===== src/rtl/pipe_adder_pkg.sv =====
// Shared definitions for the segmented pipelined adder: stage count helper,
// configuration check and the bit layout of one stage's state record.
package pipe_adder_pkg;

    // Stage record, LSB first: valid, carry out, carry into segment MSB,
    // then the partial sum, the effective B operand and the A operand.
    localparam int REC_VALID = 0;
    localparam int REC_CARRY = 1;
    localparam int REC_CMSB  = 2;
    localparam int REC_S_LSB = 3;

    function automatic int nseg(input int width, input int seg);
        return (seg > 0) ? width / seg : 0;
    endfunction

    function automatic bit seg_fit(input int width, input int seg);
        return (seg > 0) && (width >= seg) && ((width % seg) == 0);
    endfunction

    function automatic int rec_bb_lsb(input int width);
        return REC_S_LSB + width;
    endfunction

    function automatic int rec_a_lsb(input int width);
        return REC_S_LSB + 2 * width;
    endfunction

    function automatic int rec_width(input int width);
        return REC_S_LSB + 3 * width;
    endfunction

endpackage


===== src/rtl/pipe_adder_stage.sv =====
// One pipeline stage: adds segment IDX of the operands with the incoming
// carry and holds the result in an elastic register with valid/ready.
module pipe_adder_stage
    import pipe_adder_pkg::*;
#(
    parameter int WIDTH = 16,
    parameter int SEG   = 8,
    parameter int IDX   = 0
) (
    input  logic             clk,
    input  logic             rst,
    input  logic             in_valid,
    output logic             in_ready,
    input  logic [WIDTH-1:0] in_a,
    input  logic [WIDTH-1:0] in_bb,
    input  logic [WIDTH-1:0] in_s,
    input  logic             in_c,
    output logic             out_valid,
    input  logic             out_ready,
    output logic [WIDTH-1:0] out_a,
    output logic [WIDTH-1:0] out_bb,
    output logic [WIDTH-1:0] out_s,
    output logic             out_c,
    output logic             out_cmsb
);

    localparam int RW  = rec_width(WIDTH);
    localparam int LO  = IDX * SEG;
    localparam int MSB = LO + SEG - 1;
    localparam int BBL = rec_bb_lsb(WIDTH);
    localparam int AL  = rec_a_lsb(WIDTH);

    logic [RW-1:0]    state_q;
    logic [RW-1:0]    state_d;
    logic [SEG:0]     seg_sum;
    logic [WIDTH-1:0] s_next;
    logic             cmsb_next;
    logic             load;

    assign in_ready = !state_q[REC_VALID] || out_ready;
    assign load     = in_valid && in_ready;

    always_comb begin
        seg_sum = {1'b0, in_a[LO +: SEG]} + {1'b0, in_bb[LO +: SEG]}
                + {{SEG{1'b0}}, in_c};
        s_next            = in_s;
        s_next[LO +: SEG] = seg_sum[SEG-1:0];
        // Carry into the MSB recovered from the sum bit and both operand bits.
        cmsb_next = seg_sum[SEG-1] ^ in_a[MSB] ^ in_bb[MSB];
        state_d   = state_q;
        if (load) begin
            state_d = {in_a, in_bb, s_next, cmsb_next, seg_sum[SEG], 1'b1};
        end else if (out_ready) begin
            state_d[REC_VALID] = 1'b0;
        end
    end

    always_ff @(posedge clk) begin
        if (rst) begin
            state_q <= '0;
        end else begin
            state_q <= state_d;
        end
    end

    assign out_valid = state_q[REC_VALID];
    assign out_c     = state_q[REC_CARRY];
    assign out_cmsb  = state_q[REC_CMSB];
    assign out_s     = state_q[REC_S_LSB +: WIDTH];
    assign out_bb    = state_q[BBL +: WIDTH];
    assign out_a     = state_q[AL +: WIDTH];

endmodule


===== src/rtl/pipe_adder.sv =====
// Pipelined WIDTH-bit adder/subtractor built from WIDTH/SEG carry-chained
// segment stages, with valid/ready handshaking and full backpressure.
module pipe_adder
    import pipe_adder_pkg::*;
#(
    parameter int WIDTH = 16,
    parameter int SEG   = 8
) (
    input  logic             clk,
    input  logic             rst,
    input  logic             in_valid,
    output logic             in_ready,
    input  logic [WIDTH-1:0] a,
    input  logic [WIDTH-1:0] b,
    input  logic             ci,
    input  logic             sub,
    output logic             out_valid,
    input  logic             out_ready,
    output logic [WIDTH-1:0] s,
    output logic             co,
    output logic             os
);

    localparam int NSEG = nseg(WIDTH, SEG);

    if (!seg_fit(WIDTH, SEG)) begin : g_bad_cfg
        $error("pipe_adder: WIDTH must be a positive multiple of SEG");
    end

    logic [WIDTH-1:0] bb;
    logic             c0;
    logic [NSEG:0]    v_chain;
    logic [NSEG:0]    r_chain;
    logic [NSEG:0]    c_chain;
    logic [NSEG:0]    cmsb_chain;
    logic [WIDTH-1:0] a_chain  [NSEG+1];
    logic [WIDTH-1:0] bb_chain [NSEG+1];
    logic [WIDTH-1:0] s_chain  [NSEG+1];
    logic             unused_tail;

    // Subtraction is a + ~b + 1; a borrow-in cancels the +1.
    assign bb = sub ? ~b : b;
    assign c0 = sub ^ ci;

    assign v_chain[0]    = in_valid;
    assign in_ready      = r_chain[0];
    assign a_chain[0]    = a;
    assign bb_chain[0]   = bb;
    assign s_chain[0]    = '0;
    assign c_chain[0]    = c0;
    assign cmsb_chain[0] = 1'b0;
    assign r_chain[NSEG] = out_ready;

    for (genvar k = 0; k < NSEG; k++) begin : g_stage
        pipe_adder_stage #(
            .WIDTH(WIDTH),
            .SEG  (SEG),
            .IDX  (k)
        ) u_stage (
            .clk      (clk),
            .rst      (rst),
            .in_valid (v_chain[k]),
            .in_ready (r_chain[k]),
            .in_a     (a_chain[k]),
            .in_bb    (bb_chain[k]),
            .in_s     (s_chain[k]),
            .in_c     (c_chain[k]),
            .out_valid(v_chain[k+1]),
            .out_ready(r_chain[k+1]),
            .out_a    (a_chain[k+1]),
            .out_bb   (bb_chain[k+1]),
            .out_s    (s_chain[k+1]),
            .out_c    (c_chain[k+1]),
            .out_cmsb (cmsb_chain[k+1])
        );
    end

    assign out_valid = v_chain[NSEG];
    assign s         = s_chain[NSEG];
    assign co        = c_chain[NSEG];
    assign os        = cmsb_chain[NSEG] ^ c_chain[NSEG];

    assign unused_tail = ^{a_chain[NSEG], bb_chain[NSEG], cmsb_chain[NSEG-1:0]};

endmodule


===== config.mk =====
export PLATFORM = sky130hd
export DESIGN_NAME = pipe_adder
export DESIGN_NICKNAME = d
export VERILOG_FILES = /design/src/rtl/pipe_adder_pkg.sv /design/src/rtl/pipe_adder_stage.sv /design/src/rtl/pipe_adder.sv
export SDC_FILE = /design/constraint.sdc
export NUM_CORES = 1
export LEC_CHECK = 0
export ABC_AREA = 1
export CORE_UTILIZATION = 55
export DETAILED_ROUTE_END_ITERATION = 7
export PLACE_DENSITY = 0.79
export SYNTH_ARGS = -nofsm -noshare
export SYNTH_HDL_FRONTEND = slang
export SYNTH_HIERARCHICAL = 1
export SYNTH_SLANG_ARGS = --single-unit

===== constraint.sdc =====
create_clock -name clk -period 4.8 [get_ports clk]
set_input_delay 0.48 -clock clk [delete_from_list [all_inputs] [get_ports clk]]
set_output_delay 0.48 -clock clk [all_outputs]
set_load 0.03 [all_outputs]

==> results of run 1 <==
final timing paths:
check                                  from                        endpoint  slack [ns]
min reg2reg   g_stage[0].u_stage/state_q[4]   g_stage[1].u_stage/state_q[4]        0.47
max                                     sub   g_stage[0].u_stage/state_q[9]        1.89
min           g_stage[0].u_stage/state_q[4]   g_stage[1].u_stage/state_q[4]        0.47
max reg2reg  g_stage[0].u_stage/state_q[43]  g_stage[1].u_stage/state_q[15]        2.90
layout make-up:
cell class / instances / share of cell area
Timing Repair Buffer: 58 / 0.1721
Clock inverter: 1 / 0.002235
Sequential cell: 45 / 0.2682
Clock buffer: 7 / 0.02272
Multi-Input combinational cell: 295 / 0.4473
Tap cell: 67 / 0.02495
Inverter: 54 / 0.06257
power by group:
| part | leakage (nW) | total, mW | internal, mW | switching [mW] |
|---|---|---|---|---|
| logic | 1.26 | 0.232 | 0.104 | 0.128 |
| clock network | 0.0385 | 0.224 | 0.103 | 0.121 |
| registers | 0.370 | 0.412 | 0.398 | 0.0144 |
per-layer routing:
layer  vias to the layer above  part of all wire
met1                      1102              0.48
met4                         0            0.0061
met5                         -                 0
met3                         2             0.052
li1                       1371                 -
met2                        64              0.46
tightest hold or removal path: cells and delay by family (launching register included):
kind / cells / cell delay, ns
DFF: 1 / 0.32
AOI/OAI and AO/OA: 1 / 0.05
and+or+nand+nor: 1 / 0.06
per-stage QoR:
stage	util	hold WS (ns)
after floorplan	-	0.4391
after global placement	0.6756	0.4510
after detailed placement	0.6756	0.4552
after CTS	0.6929	0.4672
after global routing	0.6929	0.4856
final	0.6929	0.4669
==> out/results.tsv, run 1 <==
stage	metric	value	unit
layout	seqCellArea	900.9	µm²
detailed_routing	detail_route.drc_violations	0	
grt	grt_util_met3	0.04252	
timing	setup_violations	0	
cts	htree_levels	2	
layout	final_common_cell	nand2_1	
cts	postCtsSetupBuffers	0	
detailed_routing	final_antenna_net_count	0	
placement	placedCellCount	519	
layout	drive_above_1_share	0.05000	
grt	grt.total_usage	0.2128	
detailed_routing	vias	2539	
setup_path	crit_type	in2reg	
layout	fin_nets	515	
power	leakagePower	1.666	nW
layout	most-common-layout-cells	nand2_1, clkdlybuf4s50_1, inv_1	
setup_path	critPathMaxFanout	18	
setup_path	path_buf_inv	3	
detailed_routing	drt_pass1_iterations	4	
timing	finalClockSkew	0.004719	ns
timing	fin_ws	1.888	ns
floorplan	die_area	5463	µm²
floorplan	io_pins	58	
logic_synthesis	syn_nets	480	
hold_path	worstHoldPathCells	2	
setup_path	cp.depth	12	
cts	cts_resized	0	
timing	worstMarginPinSlew	0.7162	ns
setup_path	cp_top_family	buffers and inverters	
layout	antennaDiodeCount	0	
logic_synthesis	ys_warn_count	6	
grt	top_usage_layer	met2	
logic_synthesis	syn_avg_cell_area	6.707	µm²
grt	grt-ovfl-total	0	
placement	placed_cell_area	3276	µm²
power	p_per_area	258.5	nW/µm²
timing	tns	0	ns
timing	hold_viol_final	0	
setup_path	r2r_cells	7	
detailed_routing	drt-total-wl	5378	µm
timing	rsz0062_at_grt	false	
cts	clock_path_buffers	2	
placement	dpl.hpwl	4082	µm
layout	fillers	428	
setup_path	endpoint_kind	flip-flop	
power	ir_worst_vdd	0.1182	mV
cts	cts_root_buffer	clkbuf_8	
floorplan	rows	25	
timing	finalCriticalPeriod	2.912	ns
setup_path	cpMostUsedCell	nand2_1	
setup_path	slowest_delay	0.93	ns
cts	holdBufCountCts	0	
floorplan	core-area	4848	µm²
hold_path	hp-class	reg2reg	
setup_path	critPathSlowestCell	clkdlybuf4s50_1	
layout	syn2layout_area_growth	18.13	%
grt	antenna_found_initial	0	
layout	finalInstanceArea	3359	µm²
placement	routabilityCongestion	0.8484	
placement	pre_cts_slack	1.593	ns
cts	cts_tree	yes	
timing	relSlewSlack	0.5210	
timing	fmax	343.4	MHz
grt	gr-usage-met2	0.3556	
placement	portBuffers	57	
layout	largest_reg_flops	45	
layout	multiInputGateArea	1503	µm²
logic_synthesis	synthCells	424	
grt	grt_util_met1	0.2810	
cts	clk_pin_slew	0.08	ns
detailed_routing	viasPerCell	4.818	
setup_path	cp.arrival	3.11	ns
layout	regMostFlops	g_stage.u_stage/state_q	
grt	grt_max_degree	46	
logic_synthesis	synth_area	2844	µm²
timing	min_period_over_period	0.6067	
status	status	finished, final reports clean	
setup_path	worstPathCellList	clkdlybuf4s50_1 > inv_8 > nand2_1 > nand2_1 > fa_1 > fa_1 > nand4_1 > nand3_1 > xor2_1 > nand2_1 > nand2_1 > inv_1	
cts	cts-buffers-inserted	5	
cts	cts.sinks	45	
timing	drv_slew	0	
grt	grt_first_pass_wirelength	9183	µm
power	power	0.8685	mW
setup_path	start_kind	input port	
grt	grt_pass1_vias	2182	
layout	stdcell_count	527	
layout	reg_top3	g_stage.u_stage/state_q x45	
setup_path	cp.required	5.00	ns
flow_run	max_cap_violations	0	
cts	clock_latency	0.29	ns
floorplan	initial_utilization	0.5866	
floorplan	die_h	73.91	µm
floorplan	die_w	73.91	µm
detailed_routing	post_drt_wl_per_cell	10.20	µm
detailed_routing	initialDrtViolationCount	105	
No activity file was read; power rests on OpenSTA's default activity.
==> run 2: changes to the inputs <==
- clock period: 4.8 -> 3.01 ns (I/O delays scaled with it)
==> run 2 against run 1 <==
Against the previous run:
- sequential power grew 59%
- sequential share of layout area shrank 0.17 points
- critical path type unchanged
- critical path depth shrank 1
- total power grew 61%
- via count shrank 2.9%
- register-to-register slack lost 1.8 ns
- cell count grew 0.19%
- first-iteration DRC count shrank 29%
- critical endpoint is now g_stage[0].u_stage/state_q[7]
- largest cell class unchanged
- flip-flop and latch count is the same
- clock skew shrank 0.0027 ns
==> out/results.tsv, run 2 (synthesis results as in run 1) <==
stage	metric	value	unit
layout	stdcell_count	528	
floorplan	core-area	4848	µm²
layout	fin_nets	517	
timing	tns	0	ns
setup_path	cpMostUsedCell	nand2_1	
setup_path	startpoint	sub	
cts	cts.sinks	45	
setup_path	cp_top_family	adder cells	
cts	htree_levels	2	
cts	cts_root_buffer	clkbuf_8	
hold_path	min_from	g_stage[0].u_stage/state_q[3]	
timing	relSlewSlack	0.6836	
layout	drive_above_1_share	0.05640	
floorplan	die_h	73.91	µm
layout	regMostFlops	g_stage.u_stage/state_q	
setup_path	cp.arrival	2.57	ns
timing	fmax	420.5	MHz
layout	final_common_cell	nand2_1	
floorplan	io_pins	58	
grt	grt.total_usage	0.2043	
cts	cts_resized	0	
power	ir_worst_vdd	0.1860	mV
cts	postCtsSetupBuffers	0	
floorplan	die_w	73.91	µm
layout	largest_reg_flops	45	
setup_path	endpoint_kind	flip-flop	
setup_path	r2r_setup_slack	1.11	ns
layout	antennaDiodeCount	0	
setup_path	cp.required	3.20	ns
setup_path	start_kind	input port	
hold_path	min_to	g_stage[1].u_stage/state_q[3]	
layout	reg_top3	g_stage.u_stage/state_q x45	
setup_path	r2r_start	g_stage[0].u_stage/state_q[43]	
setup_path	r2r_end	g_stage[1].u_stage/state_q[15]	
grt	grt_pass1_vias	2062	
timing	finalClockSkew	0.002033	ns
cts	holdBufCountCts	0	
detailed_routing	viasPerCell	4.669	
cts	clock_latency	0.29	ns
detailed_routing	post_drt_wl_per_cell	9.854	µm
detailed_routing	vias	2465	
detailed_routing	drt-total-wl	5203	µm
setup_path	crit_type	in2reg	
flow_run	max_cap_violations	0	
setup_path	path_buf_inv	3	
timing	min_period_over_period	0.7901	
cts	cts_tree	yes	
floorplan	initial_utilization	0.5866	
setup_path	critPathSlowestCell	clkdlybuf4s50_1	
hold_path	worstHoldPathCells	2	
placement	portBuffers	57	
timing	setup_violations	0	
hold_path	hp-class	reg2reg	
layout	most-common-layout-cells	nand2_1, clkdlybuf4s50_1, inv_1	
power	leakagePower	1.681	nW
grt	grt_first_pass_wirelength	8666	µm
floorplan	rows	25	
power	p_per_area	413.8	nW/µm²
setup_path	slowest_delay	0.52	ns
layout	finalInstanceArea	3381	µm²
cts	clk_pin_slew	0.08	ns
grt	grt-ovfl-total	0	
setup_path	critPathMaxFanout	9	
timing	finalCriticalPeriod	2.378	ns
setup_path	worstPathCellList	clkdlybuf4s50_1 > buf_4 > nand2_1 > nand2_1 > fa_1 > fa_1 > nand3_1 > nand2_1 > xor2_1 > o21ai_0 > inv_1	
placement	placedCellCount	521	
layout	syn2layout_area_growth	18.87	%
placement	placed_cell_area	3291	µm²
timing	rsz0062_at_grt	false	
setup_path	r2r_cells	7	
status	status	finished, final reports clean	
placement	routabilityCongestion	0.8223	
grt	grt_max_degree	46	
cts	cts-buffers-inserted	5	
grt	antenna_found_initial	0	
detailed_routing	detail_route.drc_violations	0	
detailed_routing	initialDrtViolationCount	75	
placement	dpl.hpwl	4011	µm
floorplan	die_area	5463	µm²
timing	drv_slew	0	
detailed_routing	drt_pass1_iterations	6	
cts	clock_path_buffers	2	
timing	hold_viol_final	0	
detailed_routing	final_antenna_net_count	0	
timing	worstMarginPinSlew	0.4739	ns
[run 2: cell type report]
class / instances / area (µm²)
clock buffers: 6 / 82.58
clock inverters: 1 / 7.507
fillers: 424 / 1468
inverters: 54 / 210.2
multi-input cells: 295 / 1503
flip-flops and latches: 45 / 900.9
well taps: 67 / 83.83
repair buffers: 60 / 593.1
[run 2: per-layer routing]
metal	vias to the layer above	global-route usage	routed length, µm
met2	56	0.3333	2337
li1	1371	-	-
met1	1032	0.2684	2587
met4	0	0.05769	54
met5	-	0	0
met3	6	0.04938	223
[run 2: worst max path at each step]
stage / to / slack, ns / cells after the start
global placement: g_stage[0].u_stage/state_q[7] / 0.34 / 11
detailed placement: g_stage[0].u_stage/state_q[7] / 0.32 / 11
floorplan: g_stage[0].u_stage/state_q[7] / 1.01 / 11
CTS: g_stage[0].u_stage/state_q[7] / 0.64 / 11
finish: g_stage[0].u_stage/state_q[7] / 0.63 / 11
global route: g_stage[0].u_stage/state_q[7] / 0.47 / 11
[run 2: per-stage QoR]
step	hold WS [ns]	power (mW)	worst slack, ns	util
3_3_place_gp	0.4514	1.035	0.3449	0.6787
3_5_place_dp	0.4533	1.040	0.3183	0.6787
6_report	0.4645	1.399	0.6319	0.6973
4_1_cts	0.4653	1.411	0.6351	0.6973
5_1_grt	0.4855	1.484	0.4684	0.6973
2_1_floorplan	0.4391	0.9425	1.010	-
[run 2: report_power, final]
part           internal (mW)  switching (mW)  leakage [nW]
Combinational          0.168           0.202          1.27
Clock                  0.181           0.191        0.0433
Sequential             0.634          0.0230         0.370
Total                  0.983           0.416          1.68
[run 2: worst min-delay path: cells and delay by family, from the launching register on]
family          cells  cell delay, ns
flops               1            0.31
compound gates      1            0.05
simple gates        1            0.06
==> run 3: changes to the inputs <==
- CORE_UTILIZATION: 55 -> 52
- PLACE_DENSITY: 0.79 -> 0.78
- clock period: 3.01 -> 1.91 ns (I/O delays scaled with it)
==> run 3 against run 2 <==
Against the previous run:
- highest routed layer unchanged
- register-to-register slack got worse by 0.99 ns
- cell count rose by 3.6%
- die area rose by 5.6%
==> out/results.tsv, run 3 (synthesis results as in run 1) <==
stage	metric	value	unit
status	status	finished, final reports clean	
power	p_seq_frac	0.429	
setup_path	critPathSlowestCell	clkdlybuf4s50_1	
floorplan	core-area	5172	µm²
grt	antenna_found_initial	0	
detailed_routing	detail_route.drc_violations	0	
power	swShare	0.2842	
grt	grt.total_usage	0.2144	
cts	htree_levels	2	
timing	relSlewSlack	0.7417	
cts	clock_path_buffers	2	
power	switchingPower	0.6871	mW
detailed_routing	viasPerCell	4.830	
power	p_int	1.730	mW
grt	grt_max_degree	46	
power	comb_power_share	0.265	
floorplan	die_w	75.96	µm
layout	antennaDiodeCount	0	
flow_run	max_cap_violations	0	
layout	stdcell_count	547	
setup_path	endpoint_kind	primary output	
floorplan	initial_utilization	0.5498	
setup_path	worstPathCellList	clkdlybuf4s50_1 > inv_1 > nand2_2 > inv_1 > nand2_2 > clkdlybuf4s50_1	
setup_path	startpoint	out_ready	
timing	worstMarginPinSlew	0.3869	ns
cts	holdBufCountCts	0	
timing	setup_violations	0	
setup_path	critPathMaxFanout	3	
placement	placedCellCount	539	
cts	cts.sinks	45	
setup_path	r2r_start	g_stage[0].u_stage/state_q[43]	
hold_path	hp-class	in2reg	
layout	fin_nets	532	
detailed_routing	drt-total-wl	5802	µm
grt	grt_pass1_vias	2402	
layout	reg_top3	g_stage.u_stage/state_q x45	
timing	rsz0062_at_grt	false	
detailed_routing	vias	2642	
detailed_routing	final_antenna_net_count	0	
cts	clk_pin_slew	0.09	ns
placement	pre_cts_slack	-0.5850	ns
power	p_clk_frac	0.306	
floorplan	die_area	5769	µm²
placement	dpl.hpwl	4420	µm
cts	cts_tree	yes	
placement	portBuffers	57	
setup_path	crit_type	in2out	
setup_path	r2r_setup_slack	0.12	ns
timing	min_period_over_period	0.9453	
floorplan	io_pins	58	
setup_path	slowest_delay	0.69	ns
power	ir_worst_vdd	0.4207	mV
power	p_per_area	680.8	nW/µm²
timing	fmax	553.9	MHz
timing	hold_viol_final	0	
timing	fin_ws	0.1045	ns
floorplan	rows	26	
layout	most-common-layout-cells	nand2_1, clkdlybuf4s50_1, inv_1	
cts	clock_latency	0.30	ns
hold_path	min_from	a[13]	
layout	syn2layout_area_growth	24.86	%
grt	grt-ovfl-total	0	
layout	largest_reg_flops	45	
setup_path	start_kind	input port	
cts	cts_root_buffer	clkbuf_8	
timing	drv_slew	0	
setup_path	cp.arrival	1.61	ns
grt	grt_first_pass_wirelength	10290	µm
cts	cts-buffers-inserted	5	
detailed_routing	initialDrtViolationCount	109	
power	leakagePower	1.790	nW
placement	routabilityCongestion	0.8008	
timing	finalClockSkew	0.008667	ns
setup_path	cp.required	1.72	ns
layout	regMostFlops	g_stage.u_stage/state_q	
detailed_routing	post_drt_wl_per_cell	10.61	µm
timing	finalCriticalPeriod	1.805	ns
floorplan	die_h	75.96	µm
detailed_routing	drt_pass1_iterations	4	
layout	drive_above_1_share	0.09853	
layout	final_common_cell	nand2_1	
==> run 3: layer usage <==
| metal | wire length (µm) | GRT usage | vias to the layer above |
|---|---|---|---|
| met1 | 2724 | 0.2724 | 1181 |
| met5 | 0 | 0 | - |
| met2 | 2818 | 0.3773 | 57 |
| met4 | 63 | 0.05769 | 0 |
| li1 | - | - | 1399 |
| met3 | 195 | 0.03133 | 5 |
==> run 3: power groups by stage <==
stage	logic [mW]	clock network [mW]	registers, mW
after floorplan	0.396	0	1.09
after global placement	0.619	0	1.06
after detailed placement	0.634	0	1.06
after CTS	0.641	0.749	1.04
after global routing	0.715	0.801	1.05
final	0.642	0.739	1.04
==> run 3: final timing paths <==
path / depth (start not counted) / endpoint
worst max-delay path: 6 / in_ready
worst min-delay path: 3 / g_stage[0].u_stage/state_q[48]
worst max register to register: 7 / g_stage[1].u_stage/state_q[15]
worst min register to register: 2 / g_stage[1].u_stage/state_q[10]
==> run 3: layout make-up <==
| class | instances | area, µm² |
|---|---|---|
| repair buffers | 75 | 718.2 |
| fillers | 461 | 1622 |
| well taps | 70 | 87.58 |
| clock buffers | 7 | 86.33 |
| inverters | 54 | 210.2 |
| clock inverters | 1 | 30.03 |
| multi-input cells | 295 | 1518 |
| flip-flops and latches | 45 | 900.9 |
==> run 3: timing repair <==
action	CTS	global route
gates resized for setup	3	8
pin swaps	0	5
setup endpoints to repair	7	6
buffers inserted	0	0
==> run 3: critical path, delay by kind of cell <==
kind	cells	cell delay [ns]
buffers and inverters	4	1.24
AND/OR/NAND/NOR	2	0.18
==> run 3: per-stage QoR <==
stage | util | setup TNS, ns | total power, mW | instance area [µm²] | hold WS [ns]
floorplan | - | 0 | 1.485 | 2844 | 0.3335
global placement | 0.6611 | -3.206 | 1.675 | 3420 | 0.4492
detailed placement | 0.6611 | -3.532 | 1.692 | 3420 | 0.4573
CTS | 0.6843 | 0 | 2.426 | 3540 | 0.4431
global route | 0.6865 | 0 | 2.561 | 3551 | 0.4490
finish | 0.6865 | 0 | 2.418 | 3551 | 0.4441
==> RTL edit 1, RTL diff (flow settings as in run 2) <==
`WIDTH` is set to 16 in 2 places; all go to 32.
--- a/src/rtl/pipe_adder_stage.sv
+++ b/src/rtl/pipe_adder_stage.sv
@@ -3,7 +3,7 @@
 module pipe_adder_stage
     import pipe_adder_pkg::*;
 #(
-    parameter int WIDTH = 16,
+    parameter int WIDTH = 32,
     parameter int SEG   = 8,
     parameter int IDX   = 0
 ) (
--- a/src/rtl/pipe_adder.sv
+++ b/src/rtl/pipe_adder.sv
@@ -3,7 +3,7 @@
 module pipe_adder
     import pipe_adder_pkg::*;
 #(
-    parameter int WIDTH = 16,
+    parameter int WIDTH = 32,
     parameter int SEG   = 8
 ) (
     input  logic             clk,
Ports: changed (resized a, b and s); port bits go from 58 to 106. No check against the original RTL was run, so the function may have changed too.
==> RTL edit 1 against run 2 <==
- area after synthesis grew to 3.1 times the old value
- routed wire length grew to 3.4 times the old value
- combinational power grew 55%
- final area grew to 3.0 times the old value
- worst setup slack gained 0.048 ns
- power grew to 3.8 times the old value
- sequential cell count grew 140
- fmax grew 2.1%
- highest routed layer unchanged
==> RTL edit 1: results (changes against run 2) <==
\begin{tabular}{lr}
\hline
Metric & Value \\
\hline
\multicolumn{2}{l}{\textbf{Outcome}} \\
\quad Status & finished clean (unchanged) \\
\multicolumn{2}{l}{\textbf{GRT}} \\
\quad Total GRT Usage & 22.30\% (was 20.43\%) \\
\quad Via count of the first global-routing pass & 6,429 (was 2,062) \\
\multicolumn{2}{l}{\textbf{Worst hold path}} \\
\quad Startpoint of the tightest hold check path & rst (was g\_stage[0].u\_stage/state\_q[3]) \\
\quad Worst Hold Class & input pin to flip-flop (was flip-flop to flip-flop) \\
\quad Endpoint, Worst Hold & g\_stage[3].u\_stage/state\_q[15] (was g\_stage[1].u\_stage/state\_q[3]) \\
\multicolumn{2}{l}{\textbf{Worst setup path}} \\
\quad Maximum fanout along the worst path & 3 (was 9) \\
\quad Number of cells traversed by the worst register-to-register path & 11 (was 7) \\
\quad Launch point of the worst reg-to-reg path & g\_stage[3].u\_stage/state\_q[0] (was g\_stage[0].u\_stage/state\_q[43]) \\
\quad Slack of the worst reg-to-reg path & 1.05 ns (was 1.11 ns) \\
\quad Endpoint arrival time on the critical path & 2.03 ns (was 2.57 ns) \\
\quad Reg-to-Reg End & g\_stage[0].u\_stage/state\_q[64] (was g\_stage[1].u\_stage/state\_q[15]) \\
\quad Cell type group with the largest total delay on the critical path & buffers and inverters (was adder cells) \\
\multicolumn{2}{l}{\textbf{Routing}} \\
\quad Number of DRC markers in iteration 0 & 375 (was 75) \\
\quad Overall routed net length & 17,750 um (was 5203 um) \\
\multicolumn{2}{l}{\textbf{Final layout}} \\
\quad Regs by FF count & g\_stage.u\_stage/state\_q (185) (was g\_stage.u\_stage/state\_q (45)) \\
\quad Number of inserted filler cells in the final layout & 1,454 (was 424) \\
\multicolumn{2}{l}{\textbf{Timing}} \\
\quad Worst slew slack as a fraction of its limit & 61.92\% (was 68.36\%) \\
\quad Clk\_skew & 0.005931 ns (was 0.002033 ns) \\
\multicolumn{2}{l}{\textbf{CTS}} \\
\quad Number of H-tree levels & 4 (was 2) \\
\quad Clock Pin Slew Worst Setup and Hold Paths & 0.06 ns (was 0.08 ns) \\
\multicolumn{2}{l}{\textbf{Placement}} \\
\quad Total placed cells including tap cells & 1,476 (was 521) \\
\quad Post-Place Worst Slack & 0.2446 ns (was 0.3183 ns) \\
\quad Final weighted congestion in routability-driven placement & 0.8381 (was 0.8223) \\
\multicolumn{2}{l}{\textbf{Yosys}} \\
\quad Average instance area after synthesis & 7.200 um2 (was 6.707 um2) \\
\hline
\end{tabular}
RTL edit 1: per-layer routing:
| metal | global-route usage, % | wire (um) | vias to the layer above |
|---|---|---|---|
| met5 | 0 | 0 | - |
| met4 | 8.140 | 314 | 0 |
| met3 | 3.799 | 625 | 24 |
| met2 | 35.55 | 8062 | 129 |
| met1 | 30.37 | 8746 | 3305 |
| li1 | - | - | 3937 |
RTL edit 1: area by class of cell:
type / instances / area share, %
inverter: 103 / 3.928
sequential: 185 / 36.00
tap: 216 / 2.627
timing repair buffer: 114 / 11.21
clock buffer: 20 / 4.439
clock inverter: 12 / 1.374
multi-input combinational: 858 / 40.42
RTL edit 1: power breakdown:
part           total, uW  internal [uW]  switching, uW  leakage [uW]
combinational        573            246            327       0.00270
sequential          2580           2530           46.6       0.00151
clock               2220           1280            943      0.000288
RTL edit 1: worst max-delay path by stage:
stage	start	endpoint	slack [ns]	cells after the start
floorplan	sub	g_stage[0].u_stage/state_q[7]	0.88	12
CTS	out_ready	in_ready	0.67	10
global route	sub	g_stage[0].u_stage/state_q[9]	0.55	13
finish	out_ready	in_ready	0.68	10
detailed placement	sub	g_stage[0].u_stage/state_q[9]	0.24	13
global placement	sub	g_stage[0].u_stage/state_q[7]	0.30	12
RTL edit 1: per-stage QoR:
step | instance area [um2] | hold slack, ns
final | 10290 | 0.3756
after detailed placement | 9691 | 0.4509
after global routing | 10290 | 0.3787
after floorplan | 8957 | 0.4371
after global placement | 9691 | 0.4465
after CTS | 10290 | 0.3501
==> RTL edit 2, RTL diff (settings of run 2) <==
Without the edit above. Reset style: asynchronous (`rst`), changed in one clocked block.
--- a/src/rtl/pipe_adder_stage.sv
+++ b/src/rtl/pipe_adder_stage.sv
@@ -55,7 +55,7 @@
         end
     end
 
-    always_ff @(posedge clk) begin
+    always_ff @(posedge clk or posedge rst) begin
         if (rst) begin
             state_q <= '0;
         end else begin
Function: differs if rst is asserted again (counterexample within 4 cycles, from zero or initial values and one cycle with rst high); with rst held inactive, the same outputs for 10 cycles.
==> RTL edit 2 against run 2 <==
- count of clock-buffer cells in the layout up 1
- final area grew 3.1%
- core utilization up 2.6 points
- sequential cell count stayed put
- area after synthesis is 0.84% lower
- critical path depth is 2 higher
- sequential share of layout area is 5.7 points higher
- clock skew is 0.0023 ns higher
- routed wire length is 5.2% higher
- worst setup slack got worse by 0.18 ns
- die area fell by 0.82%
- critical endpoint is now g_stage[0].u_stage/state_q[9]
- highest routed layer unchanged
Power is not compared: it rests on default switching activity, and its combinational part moved more than twofold at a synthesized area within 25%.
==> RTL edit 2: results (changes against run 2) <==
\begin{tabular}{lr}
\hline
Metric & Value \\
\hline
\multicolumn{2}{l}{\textbf{Final layout}} \\
\quad Share of the final layout cell area in sequential cells & 32.30\% (was 26.65\%) \\
\quad \#MultiIn Comb & 275 (was 295) \\
\quad Non-clock inverter instance count of the final layout & 44 (was 54) \\
\quad Non-clock buffer count & 59 (was 60) \\
\quad Proportion of cell area spent on the clock network & 3.338\% (was 2.665\%) \\
\quad Relative area change from synthesis to final layout & 23.60\% (was 18.87\%) \\
\quad Net count of the finished layout & 486 (was 517) \\
\quad Number of inserted filler cells in the final layout & 406 (was 424) \\
\quad Count of clock-net buffers in the final layout & 7 (was 6) \\
\quad Share of cells above drive strength 1 & 7.193\% (was 5.640\%) \\
\multicolumn{2}{l}{\textbf{GRT}} \\
\quad Largest net degree at the start of global routing & 29 (was 46) \\
\quad First-pass GRT wire length & 9480 um (was 8666 um) \\
\quad Via count of the first global-routing pass & 2,078 (was 2,062) \\
\multicolumn{2}{l}{\textbf{Timing}} \\
\quad Clk\_skew & 0.004339 ns (was 0.002033 ns) \\
\quad Actual slew at the worst max-slew pin & 1.018 ns (was 0.4739 ns) \\
\quad Worst Setup Slack, final & 0.4531 ns (was 0.6319 ns) \\
\quad Worst hold margin & 0.4371 ns (was 0.4645 ns) \\
\multicolumn{2}{l}{\textbf{Routing}} \\
\quad Metal2 WL & 2546 um (was 2337 um) \\
\quad Met1 Routed Length & 2684 um (was 2587 um) \\
\quad Detailed-routed wire length on met3 & 197 um (was 223 um) \\
\quad Via/cell ratio & 4.773 (was 4.669) \\
\quad Number of DRC markers in iteration 0 & 129 (was 75) \\
\multicolumn{2}{l}{\textbf{Worst setup path}} \\
\quad CP max stage delay & 0.65 ns (was 0.52 ns) \\
\quad Critical path capture point & g\_stage[0].u\_stage/state\_q[9] (was g\_stage[0].u\_stage/state\_q[7]) \\
\quad Reg-to-Reg End & g\_stage[1].u\_stage/state\_q[17] (was g\_stage[1].u\_stage/state\_q[15]) \\
\multicolumn{2}{l}{\textbf{Outcome}} \\
\quad Status & finished clean (unchanged) \\
\multicolumn{2}{l}{\textbf{Placement}} \\
\quad Sum of net half-perimeters after detailed placement & 4212 um (was 4011 um) \\
\quad Post-Place Worst Slack & 0.1958 ns (was 0.3183 ns) \\
\quad Final weighted congestion in routability-driven placement & 0.8796 (was 0.8223) \\
\multicolumn{2}{l}{\textbf{Worst hold path}} \\
\quad Worst Hold Class & input pin to asynchronous set/reset pin (was flip-flop to flip-flop) \\
\multicolumn{2}{l}{\textbf{Yosys}} \\
\quad Net count of the mapped netlist & 437 (was 480) \\
\hline
\end{tabular}
==> RTL edit 2: metal layers <==
layer  GRT usage, %  vias up
met5              0        -
met4          5.769        0
met3          2.881        4
met2          37.41       57
met1          31.86     1065
li1               -     1251
==> RTL edit 2: worst register-to-register path, cell delays in order, from the launching register on <==
cell,delay (ns)
dfrtp_1,0.41
fa_1,0.47
fa_1,0.44
nand4_1,0.13
nand3_1,0.10
or2_0,0.21
nand3_1,0.08
nand2_1,0.06
==> RTL edit 2: metrics by stage <==
step / std cells / area, um2 / total power, uW / util (%)
2_1_floorplan: 381 / 2820 / 1479 / -
3_3_place_gp: 490 / 3369 / 1782 / 69.95
3_5_place_dp: 490 / 3369 / 1807 / 69.95
4_1_cts: 498 / 3486 / 2276 / 72.36
5_1_grt: 498 / 3486 / 2418 / 72.36
6_report: 498 / 3486 / 2260 / 72.36
==> RTL edit 2: power breakdown <==
group	switching (uW)	internal [uW]
logic	551	403
clock network	193	271
registers	89.8	752
